[config.mk]
export PLATFORM = sky130hd
export DESIGN_NAME = seq_mac_multiplier
export DESIGN_NICKNAME = d
export VERILOG_FILES = /design/src/rtl/seq_mac_multiplier.sv
export SDC_FILE = /design/constraint.sdc
export NUM_CORES = 1
export LEC_CHECK = 0
export BUFFER_PORTS_ARGS = -buffer_cell sky130_fd_sc_hd__buf_4
export CORE_MARGIN = 10
export CORE_UTILIZATION = 61
export DETAILED_ROUTE_END_ITERATION = 16
export GPL_TIMING_DRIVEN = 0
export PLACE_DENSITY = 0.85
export SLEW_MARGIN = 20
export SYNTH_ARGS = -nofsm -noshare
export SYNTH_HDL_FRONTEND = slang
export SYNTH_SLANG_ARGS = --single-unit
export TNS_END_PERCENT = 50
[constraint.sdc]
create_clock -name clk_i -period 4.25 [get_ports clk_i]
set_input_delay 0.6375 -clock clk_i [delete_from_list [all_inputs] [get_ports clk_i]]
set_output_delay 0.6375 -clock clk_i [all_outputs]
set_load 0.1 [all_outputs]
[src/rtl/seq_mac_multiplier.sv]
// ---------------------------------------------------------------------------
// seq_mac_multiplier
//
// Shift-add sequential multiplier with an accumulator behind it. A start in
// IDLE captures both operands. WIDTH add-and-shift iterations then build the
// product. A single DONE cycle publishes the product on mult_out_o and can
// add it into a wide accumulator that has a sticky overflow flag.
//
// Optional build macro: SEQ_MAC_SIGNED_EN
//   Adds signed_mode_i, which is captured with start. In signed mode the core
//   multiplies operand magnitudes. The product is negated in DONE when the
//   operand signs differ. It is then sign-extended into the accumulator, and
//   acc_ovf_o reports two's-complement overflow.
//
// Ports
//   clk_i          system clock, rising edge
//   reset_ni       asynchronous reset, active low
//   start_i        request a multiply (sampled only in IDLE)
//   a_in_i/b_in_i  multiplicand / multiplier, captured on accepted start
//   acc_en_i       captured with start: accumulate the product at completion
//   acc_clr_i      synchronous accumulator + overflow clear
//   signed_mode_i  (SEQ_MAC_SIGNED_EN only) two's-complement operands
//   busy_o         from one cycle after acceptance through the done cycle
//   done_o         one-cycle result-valid pulse
//   mult_out_o     last completed product, held until the next completion
//   acc_out_o      accumulator value
//   acc_ovf_o      sticky accumulator overflow
// ---------------------------------------------------------------------------
module seq_mac_multiplier #(
    parameter int WIDTH     = 8,
    parameter int ACC_WIDTH = 2*WIDTH+4
) (
    input  logic                   clk_i,
    input  logic                   reset_ni,
    input  logic                   start_i,
    input  logic [WIDTH-1:0]       a_in_i,
    input  logic [WIDTH-1:0]       b_in_i,
    input  logic                   acc_en_i,
    input  logic                   acc_clr_i,
`ifdef SEQ_MAC_SIGNED_EN
    input  logic                   signed_mode_i,
`endif
    output logic                   busy_o,
    output logic                   done_o,
    output logic [2*WIDTH-1:0]     mult_out_o,
    output logic [ACC_WIDTH-1:0]   acc_out_o,
    output logic                   acc_ovf_o
);

    localparam int PW    = 2*WIDTH;
    localparam int CNT_W = $clog2(WIDTH+1);

    typedef enum logic [1:0] {IDLE, RUN, DONE} state_e;

    state_e                 state_q, state_d;
    logic [WIDTH-1:0]       mcand_q, mcand_d;
    logic [PW-1:0]          prod_q, prod_d;
    logic [CNT_W-1:0]       cnt_q, cnt_d;
    logic                   acc_en_q, acc_en_d;
    logic                   sgn_q, sgn_d;
    logic                   neg_q, neg_d;
    logic [PW-1:0]          mult_q, mult_d;
    logic [ACC_WIDTH-1:0]   acc_q, acc_d;
    logic                   ovf_q, ovf_d;
    logic                   busy_q, busy_d;
    logic                   done_q, done_d;

    logic                   sgn_in;
`ifdef SEQ_MAC_SIGNED_EN
    assign sgn_in = signed_mode_i;
`else
    assign sgn_in = 1'b0;
`endif

    // In signed mode the core only ever sees magnitudes. -2^(WIDTH-1) maps to
    // 2^(WIDTH-1), which still fits as a WIDTH-bit unsigned value.
    logic [WIDTH-1:0] a_mag, b_mag;
    assign a_mag = (sgn_in && a_in_i[WIDTH-1]) ? (~a_in_i + WIDTH'(1)) : a_in_i;
    assign b_mag = (sgn_in && b_in_i[WIDTH-1]) ? (~b_in_i + WIDTH'(1)) : b_in_i;

    // One iteration: conditional add into the upper half (the carry is kept),
    // then shift {carry, upper, lower} right by one.
    logic [WIDTH:0] step_sum;
    assign step_sum = {1'b0, prod_q[PW-1:WIDTH]}
                    + {1'b0, (prod_q[0] ? mcand_q : {WIDTH{1'b0}})};

    // Final product with the sign restored.
    logic [PW-1:0] res;
    assign res = neg_q ? (~prod_q + PW'(1)) : prod_q;

    // A clear in the same cycle as an accumulate means "clear, then add". A
    // zero base covers that case and cannot report an overflow.
    logic [ACC_WIDTH-1:0] acc_base, addend;
    logic [ACC_WIDTH:0]   acc_sum;
    logic                 ovf_now;
    assign acc_base = acc_clr_i ? '0 : acc_q;
    assign addend   = sgn_q ? ACC_WIDTH'($signed(res)) : ACC_WIDTH'(res);
    assign acc_sum  = {1'b0, acc_base} + {1'b0, addend};
    assign ovf_now  = sgn_q ? ((acc_base[ACC_WIDTH-1] == addend[ACC_WIDTH-1]) &&
                               (acc_sum[ACC_WIDTH-1] != acc_base[ACC_WIDTH-1]))
                            : acc_sum[ACC_WIDTH];

    // Next-state logic
    always_comb begin
        state_d = state_q;
        case (state_q)
            IDLE:    if (start_i) state_d = RUN;
            RUN:     if (cnt_q == CNT_W'(1)) state_d = DONE;
            DONE:    state_d = IDLE;
            default: state_d = IDLE;
        endcase
    end

    always_ff @(posedge clk_i or negedge reset_ni) begin
        if (!reset_ni) state_q <= IDLE;
        else           state_q <= state_d;
    end

    // Datapath and registered outputs
    always_comb begin
        mcand_d  = mcand_q;
        prod_d   = prod_q;
        cnt_d    = cnt_q;
        acc_en_d = acc_en_q;
        sgn_d    = sgn_q;
        neg_d    = neg_q;
        mult_d   = mult_q;
        acc_d    = acc_q;
        ovf_d    = ovf_q;
        // busy/done are registered from the state. They trail it by one
        // cycle, so the done pulse lines up with the freshly written mult_out.
        busy_d   = (state_q != IDLE);
        done_d   = (state_q == DONE);
        case (state_q)
            IDLE: if (start_i) begin
                mcand_d  = a_mag;
                prod_d   = {{WIDTH{1'b0}}, b_mag};
                cnt_d    = CNT_W'(WIDTH);
                acc_en_d = acc_en_i;
                sgn_d    = sgn_in;
                neg_d    = sgn_in & (a_in_i[WIDTH-1] ^ b_in_i[WIDTH-1]);
            end
            RUN: begin
                prod_d = {step_sum, prod_q[WIDTH-1:1]};
                cnt_d  = cnt_q - CNT_W'(1);
            end
            DONE:    mult_d = res;
            default: ;
        endcase
        if (acc_clr_i) begin
            acc_d = '0;
            ovf_d = 1'b0;
        end
        if (state_q == DONE && acc_en_q) begin
            acc_d = acc_sum[ACC_WIDTH-1:0];
            ovf_d = ovf_d | ovf_now;
        end
    end

    always_ff @(posedge clk_i or negedge reset_ni) begin
        if (!reset_ni) begin
            mcand_q  <= '0;
            prod_q   <= '0;
            cnt_q    <= '0;
            acc_en_q <= 1'b0;
            sgn_q    <= 1'b0;
            neg_q    <= 1'b0;
            mult_q   <= '0;
            acc_q    <= '0;
            ovf_q    <= 1'b0;
            busy_q   <= 1'b0;
            done_q   <= 1'b0;
        end else begin
            mcand_q  <= mcand_d;
            prod_q   <= prod_d;
            cnt_q    <= cnt_d;
            acc_en_q <= acc_en_d;
            sgn_q    <= sgn_d;
            neg_q    <= neg_d;
            mult_q   <= mult_d;
            acc_q    <= acc_d;
            ovf_q    <= ovf_d;
            busy_q   <= busy_d;
            done_q   <= done_d;
        end
    end

    assign busy_o     = busy_q;
    assign done_o     = done_q;
    assign mult_out_o = mult_q;
    assign acc_out_o  = acc_q;
    assign acc_ovf_o  = ovf_q;

endmodule

* Word level (Yosys, flattened, before mapping)
Index checks and enable logic that the tools add are counted.
** Word-level totals
- Input bits :: 21
- Logic and storage cells :: 38
- Output and inout port bits :: 39
- Bits in registers :: 70
** Operators by class
- Reduce and logical (&&, ||, !) cells :: 7
- Bitwise logic cells :: 1
- Equal/unequal tests :: 5
- Muxes and demuxes :: 12
- Add/subtract/negate cells :: 3
** Operators with widths (count)
- 2-to-1 mux 20 bit :: 2
- one-hot mux 16 bit (2 select lines) :: 1
- adder 20 x 16 -> 21 bit :: 1
- 2-to-1 mux 16 bit :: 1
- adder 8 x 8 -> 9 bit :: 1
- 2-to-1 mux 8 bit :: 1
- one-hot mux 4 bit (2 select lines) :: 1
- AND reduction 2 bit :: 3
- == test 4 x 1 -> 1 bit (second input constant) :: 1
- 2-to-1 mux 2 bit :: 2
- 2-to-1 mux 4 bit :: 1
- inequality test 2 bit (second input constant) :: 2
- one-hot mux 2 bit (2 select lines) :: 1
- nonzero test 2 bit :: 2
- subtractor 4 x 1 -> 4 bit (second input constant) :: 1
- == test 2 x 1 -> 1 bit (second input constant) :: 1
- == test 2 bit (second input constant) :: 1
- zero test 2 bit :: 1
- 2-to-1 mux 1 bit :: 2
- logical AND 1 bit :: 1
- bitwise OR 1 bit :: 1

* Longest topological paths before layout
- Depth in word-level cells :: 4
- Mapped depth :: 12
- Mapped depth without buffers :: 10

* Least setup slack after synthesis
OpenSTA, ideal clock, no wires.
- Kind :: flip-flop to flip-flop
- Start point :: register acc_q[0], in the netlist acc_out_o[0]
- End point :: register acc_q[12], in the netlist acc_out_o[12]
- Period minus slack after synthesis :: 3.090 ns
- Path buffers :: 0
- Library setup time :: 0.069 ns
- Stages on the path, launching flop included :: 11
- Required time :: 4.181 ns
- Setup slack :: 1.160 ns
- Data arrival time :: 3.021 ns
- Cells stage by stage :: dfrtp_1 nor2b_1 ha_1 inv_1 fa_1 nand2b_1 a21o_1 a211oi_2 nor3_1 or4b_1 nand3_1
** On the way
- Word-level cells in the longest chain between the ends :: 3
** Ends and longest elaborated chain
- start, declared :: line 63 : logic [ACC_WIDTH-1:0] acc_q, acc_d;
- start signal, assigned :: line 169 : acc_q <= '0;
- start signal, assigned :: line 181 : acc_q <= acc_d;
- 2-to-1 mux 20 bit
- adder 20 x 16 -> 21 bit :: line 98 : assign acc_sum = {1'b0, acc_base} + {1'b0, addend};
- 2-to-1 mux 20 bit :: line 154 : if (state_q == DONE && acc_en_q) begin
- via acc_d[12] :: line 63
The timed path passes the listed nets, and every way through them passes these cells.
A chain may end at the register's enable or synchronous reset.

* Worst setup path in the final report
- Start point :: input port acc_clr_i
- End point :: register acc_q[17], in the netlist acc_out_o[17]
** On the way
- Word-level cells in the longest chain between the ends :: 3
** Ends and longest elaborated chain
- start, declared :: line 39 : input logic acc_clr_i,
- 2-to-1 mux 20 bit (*)
- adder 20 x 16 -> 21 bit :: line 98
- 2-to-1 mux 20 bit (*) :: line 154
- via acc_d[17] :: line 63
Mark *: on every way through the listed nets, which the timed path passes. The rest lies on a longest branch.

==> reports/qor.yml <==
antennaDiodeCount: 0
min_period_ns: 2.985
num_vias: 3636
worst-path-buf-inv: 4
post-cts-setup-buffers: 0
io_buffers: 58
outcome: "completed"
numCtsBuffers: 9
maxCapViolCount: 0
syn_inst: 458
cellLeakagePower_nw: 2.419
peakVddDrop_v: 0.0007046
grt_overflow: 0
clk_pin_slew_worst_paths_ns: 0.08
worstSetupStartpointType: "input pin"
drt-total-wl_um: 10490
power.density_nw_per_um2: 658.9
end_kind: "flop"
clock_sinks: 70
async_flop_share_pct: 100.0
min_path_type: "input pin to async pin"
drtAntennaViolNets: 0
drcViolationCount: 0
synth_ff_type: "dfrtp_1"
synth.distinct_cells: 55
hold_viol: 0
setup_violations: 0
finalSetupTns_ns: 0
fill_cells: 465
cts_tree: "built"
ys_warn_count: 0
intPower_mw: 1.632
place_congestion: 0.9419
cts.htree.levels: 3
cp.required_ns: 4.49
utilization_pct: 74.98
syn_to_final_growth_pct: 18.67
cts_buffer_depth: 2
initial_utilization_pct: 63.19
switchingPower_mw: 1.523
slew_violations: 0
grt.total_usage_pct: 20.55
ys_ff_latch: 70
clock_latency_ns: 0.36
pwr-share-comb_pct: 47.0
crit_type: "input pin to flop"
fp.dieArea_um2: 10270
antenna_found_initial: 0
worst_pin_slew_ns: 0.8534
core_um2: 6386
fin_skew_ns: 0.007703
syn-num-nets: 507
cpLargestDelayFamily: "buffers and inverters"
firstDrtPassIters: 5
syn_avg_cell_area_um2: 8.810
drt_iter0_drc: 225
crit_fanout: 10
fin_crit_sh_pct: 70.24
power.total_mw: 3.155
syn_area_um2: 4035
critPathMaxStageDelay_ns: 0.37
pwr-share-clk_pct: 19.5
dieWidth_um: 101.3
drive_gt1_share_pct: 15.60
crit_chain: "clkbuf_1, inv_1, nand2_1, inv_1, ha_1, a211o_1, a211o_1, o2111ai_1, nor2b_1, buf_4, o22ai_1, mux2_1"
vias_per_cell: 5.970
wl_per_cell_um: 17.22
swShare_pct: 48.28
finalNetCount: 576
rsz0062_at_grt: "false"
fp-row-count: 29
fin_area_um2: 4788
cts_root_buffer: "clkbuf_8"
pin_count: 60
whs_ns: 0.3932
hpwl_um: 7680
grt_pass1_wl_um: 17010
grt_max_degree: 71
ys_seq_area_share_pct: 43.41
critical_path_arrival_ns: 3.22
fmax_mhz: 335.0
grt_pass1_vias: 3519
cts_resized: 0
hold_buffers: 0
die_height_um: 101.3
placed_cell_area_um2: 4567
synth-edff-count: 0
seqPwrFrac_pct: 33.5
relSlewSlack_pct: 43.11
slowest_stage: "clkbuf_1"
==> cells in the mapped netlist (2+ instances only) <==
master / instances / share of area, %
xnor2_1: 5 / 1.1
o21a_1: 4 / 0.74
a31oi_1: 2 / 0.31
a211o_1: 3 / 0.65
nand4_1: 3 / 0.47
inv_1: 15 / 1.4
and2_1: 11 / 1.7
or4_1: 2 / 0.37
o211ai_1: 2 / 0.37
o2111ai_1: 4 / 0.87
clkbuf_1: 11 / 1.0
o22ai_1: 2 / 0.31
nand3_1: 14 / 1.7
mux2i_1: 2 / 0.50
nor2_1: 14 / 1.3
and3_1: 2 / 0.31
o21ai_0: 30 / 3.7
a21o_1: 6 / 1.1
dfrtp_1: 70 / 43
nand2_1: 114 / 11
buf_2: 3 / 0.37
nor3_1: 12 / 1.5
a22o_1: 3 / 0.65
buf_1: 4 / 0.37
ha_1: 26 / 8.1
nor3b_1: 3 / 0.56
xor2_1: 9 / 2.0
a21oi_1: 24 / 3.0
mux2_2: 2 / 0.56
nand2b_1: 4 / 0.62
fa_1: 2 / 0.99
or3_1: 2 / 0.31
nor2b_1: 20 / 3.1
a22oi_1: 7 / 1.3
==> per-layer routing <==
metal | GRT usage [%] | up-vias | wire (um)
met2 | 32.37 | 164 | 4755
met1 | 27.01 | 1718 | 4618
li1 | - | 1728 | -
met5 | 0 | - | 0
met4 | 8.146 | 0 | 248
met3 | 4.357 | 26 | 864
==> power by group through the flow <==
stage / sequential [mW] / combinational [mW] / clock, mW
after global placement: 1.06 / 1.42 / 0
after CTS: 1.05 / 1.48 / 0.615
after global routing: 1.08 / 1.62 / 0.642
after floorplan: 1.50 / 0.661 / 0
after detailed placement: 1.06 / 1.48 / 0
final: 1.06 / 1.48 / 0.615
==> area by class of cell <==
class	count	area (um^2)	share of cell area [%]
Buffer	19	78.83	1.646
Clock buffer	10	127.6	2.665
Clock inverter	6	93.84	1.960
Inverter	15	56.30	1.176
Multi-Input combinational cell	354	2148	44.87
Sequential cell	70	1752	36.58
Tap cell	77	96.34	2.012
Timing Repair Buffer	58	435.4	9.093
==> kinds of logic after synthesis <==
family	share of synthesized area, %
flip-flops	43.41
adder cells (fa/ha/maj)	9.054
XOR/XNOR	3.039
AND/OR/NAND/NOR	23.41
buffers and inverters	3.349
multiplexers	1.705
AO/OA/AOI/OAI	16.03
==> flip-flops by register name (all words and copies together) (netlist names) <==
| name | flops |
|---|---|
| acc_en_q | 1 |
| acc_out_o | 20 |
| acc_ovf_o | 1 |
| busy_o | 1 |
| cnt_q | 4 |
| done_o | 1 |
| mcand_q | 8 |
| mult_out_o | 16 |
| prod_q | 16 |
| state_q | 2 |
==> through the flow <==
step	cells	setup WS (ns)
after CTS	609	1.256
after detailed placement	593	0.8906
final	609	1.265
after global placement	593	0.9383
after global routing	609	1.070
after floorplan	458	1.160
==> cells in the final DEF, fill, tap and decap left out, types with 3 or more instances in the layout <==
cell type / netlist / layout
nand4_1: 3 / 3
nand3_1: 14 / 14
nand2_1: 114 / 114
o21a_1: 4 / 4
a22oi_1: 7 / 7
o21ai_0: 30 / 30
buf_1: 4 / 4
buf_4: 1 / 59
inv_1: 15 / 15
clkbuf_1: 11 / 12
xor2_1: 9 / 9
nand2b_1: 4 / 4
nor3b_1: 3 / 3
buf_2: 3 / 3
a211o_1: 3 / 3
xnor2_1: 5 / 5
o2111ai_1: 4 / 4
ha_1: 26 / 26
a21oi_1: 24 / 24
and2_1: 11 / 11
a22o_1: 3 / 3
clkbuf_8: 0 / 9
dfrtp_1: 70 / 70
nor2_1: 14 / 14
a21o_1: 6 / 6
nor3_1: 12 / 12
nor2b_1: 20 / 20
==> final timing paths <==
kind | from | end | slack (ns) | cells after the start
min reg2reg | mcand_q[4] | mcand_q[4] | 0.47 | 2
min | reset_ni | cnt_q[2] | 0.39 | 1
max | acc_clr_i | acc_out_o[17] | 1.26 | 12
max in group asynchronous | reset_ni | acc_out_o[15] | 3.30 | 1
max reg2reg | prod_q[0] | acc_out_o[12] | 1.43 | 9
min in group clk_i | a_in_i[4] | mcand_q[4] | 0.46 | 3
No activity file was read; power rests on OpenSTA's default activity.
